File: config.mk
export PLATFORM = sky130hd
export DESIGN_NAME = frame_capture_sched
export DESIGN_NICKNAME = d
export VERILOG_FILES = /design/src/rtl/frame_capture_pkg.sv /design/src/rtl/frame_capture_sched_sof_detect.sv /design/src/rtl/frame_capture_sched.sv
export SDC_FILE = /design/constraint.sdc
export NUM_CORES = 1
export LEC_CHECK = 0
export BUFFER_PORTS_ARGS = -buffer_cell sky130_fd_sc_hd__clkbuf_2
export CAP_MARGIN = 5
export CORE_ASPECT_RATIO = 1.5
export CORE_MARGIN = 3
export CORE_UTILIZATION = 35
export CTS_BUF_LIST = sky130_fd_sc_hd__clkbuf_16
export CTS_CLUSTER_DIAMETER = 30
export DETAILED_ROUTE_END_ITERATION = 7
export PLACE_DENSITY = 0.68
export SLEW_MARGIN = 5
export SYNTH_ARGS = -nofsm -noshare
export SYNTH_HDL_FRONTEND = slang
export SYNTH_SLANG_ARGS = --single-unit
File: constraint.sdc
create_clock -name iCLK -period 3.1 [get_ports iCLK]
set_input_delay 0 -clock iCLK [delete_from_list [all_inputs] [get_ports iCLK]]
set_output_delay 0 -clock iCLK [all_outputs]
set_load 0.005 [all_outputs]
File: src/rtl/frame_capture_pkg.sv
// rtl/frame_capture_pkg.sv - shared state encoding and frame geometry for frame_capture_sched
package frame_capture_pkg;

    typedef enum logic [1:0] {
        ST_IDLE    = 2'd0,
        ST_SKIP    = 2'd1,
        ST_CAPTURE = 2'd2,
        ST_PROCESS = 2'd3
    } state_t;

    localparam int SOF_X_DEF     = 143;
    localparam int SOF_Y_DEF     = 34;
    localparam int H_RES         = 160;
    localparam int V_RES         = 120;
    localparam int MEM_DEPTH_DEF = H_RES * V_RES;

endpackage

File: src/rtl/frame_capture_sched_sof_detect.sv
// rtl/frame_capture_sched_sof_detect.sv - start-of-frame pulse from raster coordinates
module sof_detect #(
    parameter int COORD_W = 13,
    parameter int SOF_X   = 143,
    parameter int SOF_Y   = 34
) (
    input  logic               clk,
    input  logic               rst,
    input  logic [COORD_W-1:0] x,
    input  logic [COORD_W-1:0] y,
    output logic               sof
);

    logic match;
    logic match_d;
    logic match_q;

    // Coordinate compare; the edge against the delayed copy yields one pulse
    // per frame however long the raster lingers on the SOF pixel.
    always_comb begin
        match   = (x == COORD_W'(SOF_X)) && (y == COORD_W'(SOF_Y));
        match_d = match;
        sof     = match & ~match_q;
    end

    // Delay register for the edge detector.
    always_ff @(posedge clk or posedge rst) begin
        if (rst) begin
            match_q <= 1'b0;
        end else begin
            match_q <= match_d;
        end
    end

endmodule

File: src/rtl/frame_capture_sched.sv
// rtl/frame_capture_sched.sv - frame capture sequencer and frame-buffer port owner (option: FRAME_CAPTURE_PROC_TIMEOUT_EN)
module frame_capture_sched
    import frame_capture_pkg::*;
#(
    parameter int SOF_X          = SOF_X_DEF,
    parameter int SOF_Y          = SOF_Y_DEF,
    parameter int SKIP_FRAMES    = 5,
    parameter int ADDR_W         = 15,
    parameter int DATA_W         = 10,
    parameter int MEM_DEPTH      = MEM_DEPTH_DEF,
    parameter int TIMEOUT_FRAMES = 8
) (
    input  logic              iCLK,
    input  logic              iRST,
    input  logic [12:0]       iX,
    input  logic [12:0]       iY,
    input  logic              iArm,
    input  logic              iCapWE,
    input  logic [ADDR_W-1:0] iCapAddr,
    input  logic [DATA_W-1:0] iCapData,
    input  logic              iProcWE,
    input  logic [ADDR_W-1:0] iProcAddr,
    input  logic [DATA_W-1:0] iProcData,
    input  logic              iProcDone,
    output logic              oCapEnable,
    output logic              oProcGrant,
    output logic              oProcStart,
    output logic              oFrameValid,
    output logic [7:0]        oFrameCount,
    output logic [ADDR_W-1:0] oMemAddr,
    output logic [DATA_W-1:0] oMemData,
    output logic              oMemWE,
    output logic              oLed
);

    localparam logic [7:0]      SKIP_CMP  = 8'(SKIP_FRAMES);
    localparam logic [ADDR_W:0] DEPTH_CMP = (ADDR_W+1)'(MEM_DEPTH);

    logic sof;

    state_t            state_d, state_q;
    logic [7:0]        skip_cnt_d, skip_cnt_q;
    logic              frame_valid_d, frame_valid_q;
    logic [7:0]        frame_count_d, frame_count_q;
    logic              proc_start_d, proc_start_q;
    logic              led_d, led_q;
    logic              mem_we_d, mem_we_q;
    logic [ADDR_W-1:0] mem_addr_d, mem_addr_q;
    logic [DATA_W-1:0] mem_data_d, mem_data_q;

    logic              req_own;
    logic              req_we;
    logic [ADDR_W-1:0] req_addr;
    logic [DATA_W-1:0] req_data;

`ifdef FRAME_CAPTURE_PROC_TIMEOUT_EN
    localparam logic [7:0] TIMEOUT_LAST = 8'(TIMEOUT_FRAMES - 1);
    logic [7:0] wd_cnt_d, wd_cnt_q;
`endif

    sof_detect #(
        .COORD_W (13),
        .SOF_X   (SOF_X),
        .SOF_Y   (SOF_Y)
    ) u_sof_detect (
        .clk (iCLK),
        .rst (iRST),
        .x   (iX),
        .y   (iY),
        .sof (sof)
    );

    // Sequencer next state plus the frame bookkeeping that moves with it;
    // an arm drop always beats a coincident sof.
    always_comb begin
        state_d       = state_q;
        skip_cnt_d    = skip_cnt_q;
        frame_valid_d = frame_valid_q;
        frame_count_d = frame_count_q;
        proc_start_d  = 1'b0;
`ifdef FRAME_CAPTURE_PROC_TIMEOUT_EN
        wd_cnt_d      = wd_cnt_q;
`endif
        case (state_q)
            ST_IDLE: begin
                if (iArm) begin
                    state_d    = ST_SKIP;
                    skip_cnt_d = 8'd0;
                end
            end
            ST_SKIP: begin
                if (!iArm) begin
                    state_d = ST_IDLE;
                end else if (sof) begin
                    if (skip_cnt_q == SKIP_CMP) begin
                        state_d       = ST_CAPTURE;
                        frame_valid_d = 1'b0;
                    end else begin
                        skip_cnt_d = skip_cnt_q + 8'd1;
                    end
                end
            end
            ST_CAPTURE: begin
                if (!iArm) begin
                    state_d = ST_IDLE;
                end else if (sof) begin
                    state_d       = ST_PROCESS;
                    frame_valid_d = 1'b1;
                    frame_count_d = frame_count_q + 8'd1;
                    proc_start_d  = 1'b1;
`ifdef FRAME_CAPTURE_PROC_TIMEOUT_EN
                    wd_cnt_d      = 8'd0;
`endif
                end
            end
            ST_PROCESS: begin
                // A done coinciding with the start pulse predates this frame.
                if (iProcDone && !proc_start_q) begin
                    state_d    = iArm ? ST_SKIP : ST_IDLE;
                    skip_cnt_d = 8'd0;
                end
`ifdef FRAME_CAPTURE_PROC_TIMEOUT_EN
                else if (sof) begin
                    if (wd_cnt_q == TIMEOUT_LAST) begin
                        state_d       = ST_IDLE;
                        frame_valid_d = 1'b0;
                    end else begin
                        wd_cnt_d = wd_cnt_q + 8'd1;
                    end
                end
`endif
            end
            default: state_d = ST_IDLE;
        endcase
    end

    // Port mux: only the current owner reaches the RAM, out-of-range writes
    // are dropped and latch the error LED.
    always_comb begin
        req_own    = 1'b0;
        req_we     = 1'b0;
        req_addr   = '0;
        req_data   = '0;
        mem_we_d   = 1'b0;
        mem_addr_d = '0;
        mem_data_d = '0;
        led_d      = led_q;
        if (state_q == ST_CAPTURE) begin
            req_own  = 1'b1;
            req_we   = iCapWE;
            req_addr = iCapAddr;
            req_data = iCapData;
        end else if (state_q == ST_PROCESS) begin
            req_own  = 1'b1;
            req_we   = iProcWE;
            req_addr = iProcAddr;
            req_data = iProcData;
        end
        if (req_own) begin
            mem_addr_d = req_addr;
            mem_data_d = req_data;
            if (req_we) begin
                if ({1'b0, req_addr} < DEPTH_CMP) begin
                    mem_we_d = 1'b1;
                end else begin
                    led_d = 1'b1;
                end
            end
        end
`ifdef FRAME_CAPTURE_PROC_TIMEOUT_EN
        if (state_q == ST_PROCESS && !(iProcDone && !proc_start_q) && sof
            && wd_cnt_q == TIMEOUT_LAST) begin
            led_d = 1'b1;
        end
`endif
    end

    // State, counters and registered RAM port.
    always_ff @(posedge iCLK or posedge iRST) begin
        if (iRST) begin
            state_q       <= ST_IDLE;
            skip_cnt_q    <= 8'd0;
            frame_valid_q <= 1'b0;
            frame_count_q <= 8'd0;
            proc_start_q  <= 1'b0;
            led_q         <= 1'b0;
            mem_we_q      <= 1'b0;
            mem_addr_q    <= '0;
            mem_data_q    <= '0;
        end else begin
            state_q       <= state_d;
            skip_cnt_q    <= skip_cnt_d;
            frame_valid_q <= frame_valid_d;
            frame_count_q <= frame_count_d;
            proc_start_q  <= proc_start_d;
            led_q         <= led_d;
            mem_we_q      <= mem_we_d;
            mem_addr_q    <= mem_addr_d;
            mem_data_q    <= mem_data_d;
        end
    end

`ifdef FRAME_CAPTURE_PROC_TIMEOUT_EN
    // Processing watchdog, counted in frames.
    always_ff @(posedge iCLK or posedge iRST) begin
        if (iRST) begin
            wd_cnt_q <= 8'd0;
        end else begin
            wd_cnt_q <= wd_cnt_d;
        end
    end
`endif

    assign oCapEnable  = (state_q == ST_CAPTURE);
    assign oProcGrant  = (state_q == ST_PROCESS);
    assign oProcStart  = proc_start_q;
    assign oFrameValid = frame_valid_q;
    assign oFrameCount = frame_count_q;
    assign oMemAddr    = mem_addr_q;
    assign oMemData    = mem_data_q;
    assign oMemWE      = mem_we_q;
    assign oLed        = led_q;

endmodule

==> out/results.md <==
### Clock tree
* **clock transition time at the flip-flop clock pins of the worst setup and hold paths** 0.06 ns
* **clock latency at the later pin of the worst-skew pair** 0.28 ns
* **number of buffers created by CTS** 5
* **clock tree from TritonCTS** built
* **H-tree lvl count** 2
* **clock root buffer master** clkbuf_16
* **sink count of the clock tree** 48
* **number of buffers on the longest clock path** 2

### Timing
* **post-route setup TNS** 0 ns
* **clock period minus final worst setup slack** 2.00 ns
* **count of endpoints failing hold in the final timing report** 1
* **relative slew slack** 33.9%
* **skew final** 0.00291 ns
* **number of failing setup endpoints in the final timing report** 0
* **transition time at the pin with the least slew margin** 0.990 ns
* **Final period util** 64.5%
* **RSZ-0062 raised after global routing** false
* **Min Hold Slack** -0.00179 ns
* **maximum clock frequency** 500 MHz
* **final-report max-slew violation count** 0

### Finish
* **multi-input combinational cell area** 0.00117 mm²
* **fraction of final layout cells with drive strength greater than 1** 37.5%
* **area added between synthesis and finish** 46.5%
* **number of fill cells in the layout** 581
* **register area** 0.00120 mm²
* **fin nets** 457
* **Ant. Diodes** 0
* **fin cells** 449

### Global route
* **number of global-route vias before repair** 2239
* **first-pass GRT wire length** 9950 µm
* **GR Util All Layers** 15.8%
* **maximum number of pins on one net before global-route repair** 49
* **antenna violations before repair** 0
* **aggregate global routing overflow** 0

### Placed design
* **total placed cells including tap cells** 411
* **half-perimeter wire length after detailed placement** 4530 µm
* **Port Buffer Count** 120
* **routability congestion estimate from global placement** 0.843

### Drt
* **Via density** 4.99
* **DRC viols** 0
* **Routed WL** 6280 µm
* **initial drt markers** 114
* **Antenna Violating Nets Remaining** 0
* **number of iterations in the first detailed-routing pass** 4
* **Wirelength per Cell** 14.0 µm
* **Vias** 2239

### Logic synthesis
* **multiplexer share of the synthesized area** 11.7%
* **synthesized netlist net count** 308
* **Synth Area in Simple Gates** 25.4%
* **register bit count reported by yosys** 48
* **count leader, synth** dfrtp_1
* **Area contributors post-synth** dfrtp_1 (49%), mux2i_1 (10%), nor2b_1 (7.2%), nand2_1 (2.8%), xnor2_1 (2.2%)
* **share of the synthesized netlist area taken by xor and xnor gates** 2.52%
* **post-synthesis share of cell area spent on full adders, half adders and majority gates** 1.54%
* **most instantiated flip-flop cell in the synthesis netlist** dfrtp_1
* **cell count after synthesis** 223
* **share of synthesized flip-flops with an asynchronous set or reset** 100%
* **Post-Synthesis Cell Area** 0.00243 mm²
* **combinational family with the most area after synthesis** simple AND/OR/NAND/NOR gates
* **number of enable flip-flop cells after synthesis** 0
* **Synth Warn #** 0
* **mean instance size in the synthesized netlist** 10.9 µm²
* **Synth Area in Compound Gates** 7.09%
* **synth unique cells** 44
* **Synth top area share** 49.3%
* **Post-synth top cells** dfrtp_1 (48), nor2b_1 (28), mux2i_1 (25), nand2_1 (18), nor2_1 (11)
* **share of the yosys chip area belonging to registers** 49.3%
* **cell type with the largest total area after synthesis** dfrtp_1

### Power and ir drop
* **power per cell area** 392 mW/mm²
* **static leakage power** 1.87 nW
* **peak supply drop** 0.216 mV

### Critical path
* **kind of start point of the critical path** flip-flop
* **Critical Path Max Stage Delay** 0.72 ns
* **crit path capture type** flip-flop
* **data required time at the worst endpoint** 3.27 ns
* **Crit Path Category** reg -> reg
* **critical-path maximum fanout** 33
* **Crit path arrival time** 2.17 ns
* **CP Cell Sequence** nand2b_1 -> nor4_4 -> mux2_1
* **Critical R2R Launch** state_q[0]
* **depth of the worst register-to-register path** 3
* **critical register-to-register path endpoint** oFrameCount[1]
* **R2R Setup Slk** 1.10 ns
* **worst-path cell with the longest stage delay** dfrtp_2

### Worst hold path
* **hold endpoint** oMemData[2]
* **Hold Crit Start** iProcData[2]
* **worst hold path stage count** 3
* **worst hold path type** in -> reg

### Status
* **violated checks** hold timing
* **outcome** finished, violations left

### Floorplanning
* **Initial Util** 36.8%
* **Chip Height** 108 µm
* **area of the die** 0.00801 mm²
* **Top Ports** 121
* **CORE AREA** 0.00662 mm²
* **number of cell rows** 36
* **die width** 74.1 µm

### Flow run
* **number of max-capacitance violations reported** 0

## per-stage QoR
step / hold slack, ns / setup slack, ns / util (%) / power [mW] / cell area (µm²)
6_report: -0.00179 / 1.10 / 53.9 / 1.40 / 3570
5_1_grt: 0.0112 / 0.854 / 53.9 / 1.45 / 3570
4_1_cts: 0.000480 / 1.10 / 53.9 / 1.41 / 3570
3_5_place_dp: 0.267 / 1.12 / 46.8 / 0.772 / 3100
3_3_place_gp: 0.263 / 1.19 / 46.8 / 0.771 / 3100
2_1_floorplan: 0.176 / 1.53 / - / 0.706 / 2430
## critical path: cells and delay by family, from the launching register on
| kind | cells | cell delay (ns) |
|---|---|---|
| flip-flops | 1 | 0.72 |
| multiplexers | 1 | 0.37 |
| AND/OR/NAND/NOR | 2 | 0.79 |
## area by class of cell
class | count | area share (%)
clock buffer | 5 | 3.51
timing repair buffer | 151 | 25.5
tap | 76 | 2.67
sequential | 48 | 33.7
clock inverter | 3 | 1.19
inverter | 5 | 0.526
multi-input combinational | 161 | 32.9
## cell usage in the layout (no fill, tap or decap), types with 2 or more instances in the layout
master / count
nor2_1: 11
clkbuf_2: 120
nor4_1: 3
nor4b_4: 2
a32oi_1: 2
o211ai_1: 2
and2_1: 4
dlygate4sd3_1: 30
inv_1: 4
ha_1: 3
o31ai_1: 3
mux2i_1: 25
a22oi_1: 2
clkbuf_16: 5
nand3_1: 5
xnor2_1: 6
nand3b_1: 2
nand2b_1: 4
o21ai_0: 5
dfrtp_1: 47
a21oi_1: 3
nor3_1: 3
o22ai_1: 2
o311ai_1: 3
mux2_2: 2
nor4b_1: 2
nand4_1: 5
nand2_1: 18
nor2b_1: 28
## state kept, by name (all words and copies together), names as in the netlist, 2 cells and up
name         flops
oFrameCount      8
oMemAddr        15
oMemData        10
skip_cnt_q       8
state_q          2
## power breakdown
group          internal, mW  switching, mW
logic                0.0949         0.0579
clock network         0.379          0.221
registers             0.631         0.0138
total                  1.10          0.293
## per-layer routing
layer	track usage, %	routed length, µm	vias to the layer above
met5	0	0	-
met4	3.11	21	0
met3	3.72	421	4
met2	30.1	3520	79
met1	17.3	2310	1063
li1	-	-	1093
## logic make-up (layout without fill, tap and decap cells)
family / Yosys count / count (layout)
fa+ha+maj: 3 / 3
xor+xnor: 7 / 7
flops: 48 / 48
mux: 28 / 28
simple gates: 98 / 98
compound gates: 25 / 25
buf+inv: 14 / 164
## what timing repair did
item	4_1_cts	5_1_grt
gates resized for setup	0	0
buffers inserted	0	0
hold buffers	30	0
endpoints found under the hold margin	63	0
## how the worst max path moves through the flow
stage | from | cells after the start | slack [ns] | endpoint
floorplan | skip_cnt_q[0] | 5 | 1.53 | skip_cnt_q[7]
global placement | state_q[0] | 5 | 1.19 | oLed
detailed placement | state_q[0] | 3 | 1.12 | oFrameCount[1]
CTS | state_q[0] | 3 | 1.10 | oFrameCount[1]
global route | state_q[0] | 5 | 0.85 | skip_cnt_q[3]
finish | state_q[0] | 3 | 1.10 | oFrameCount[1]
Power figures use the tool's default switching activity.
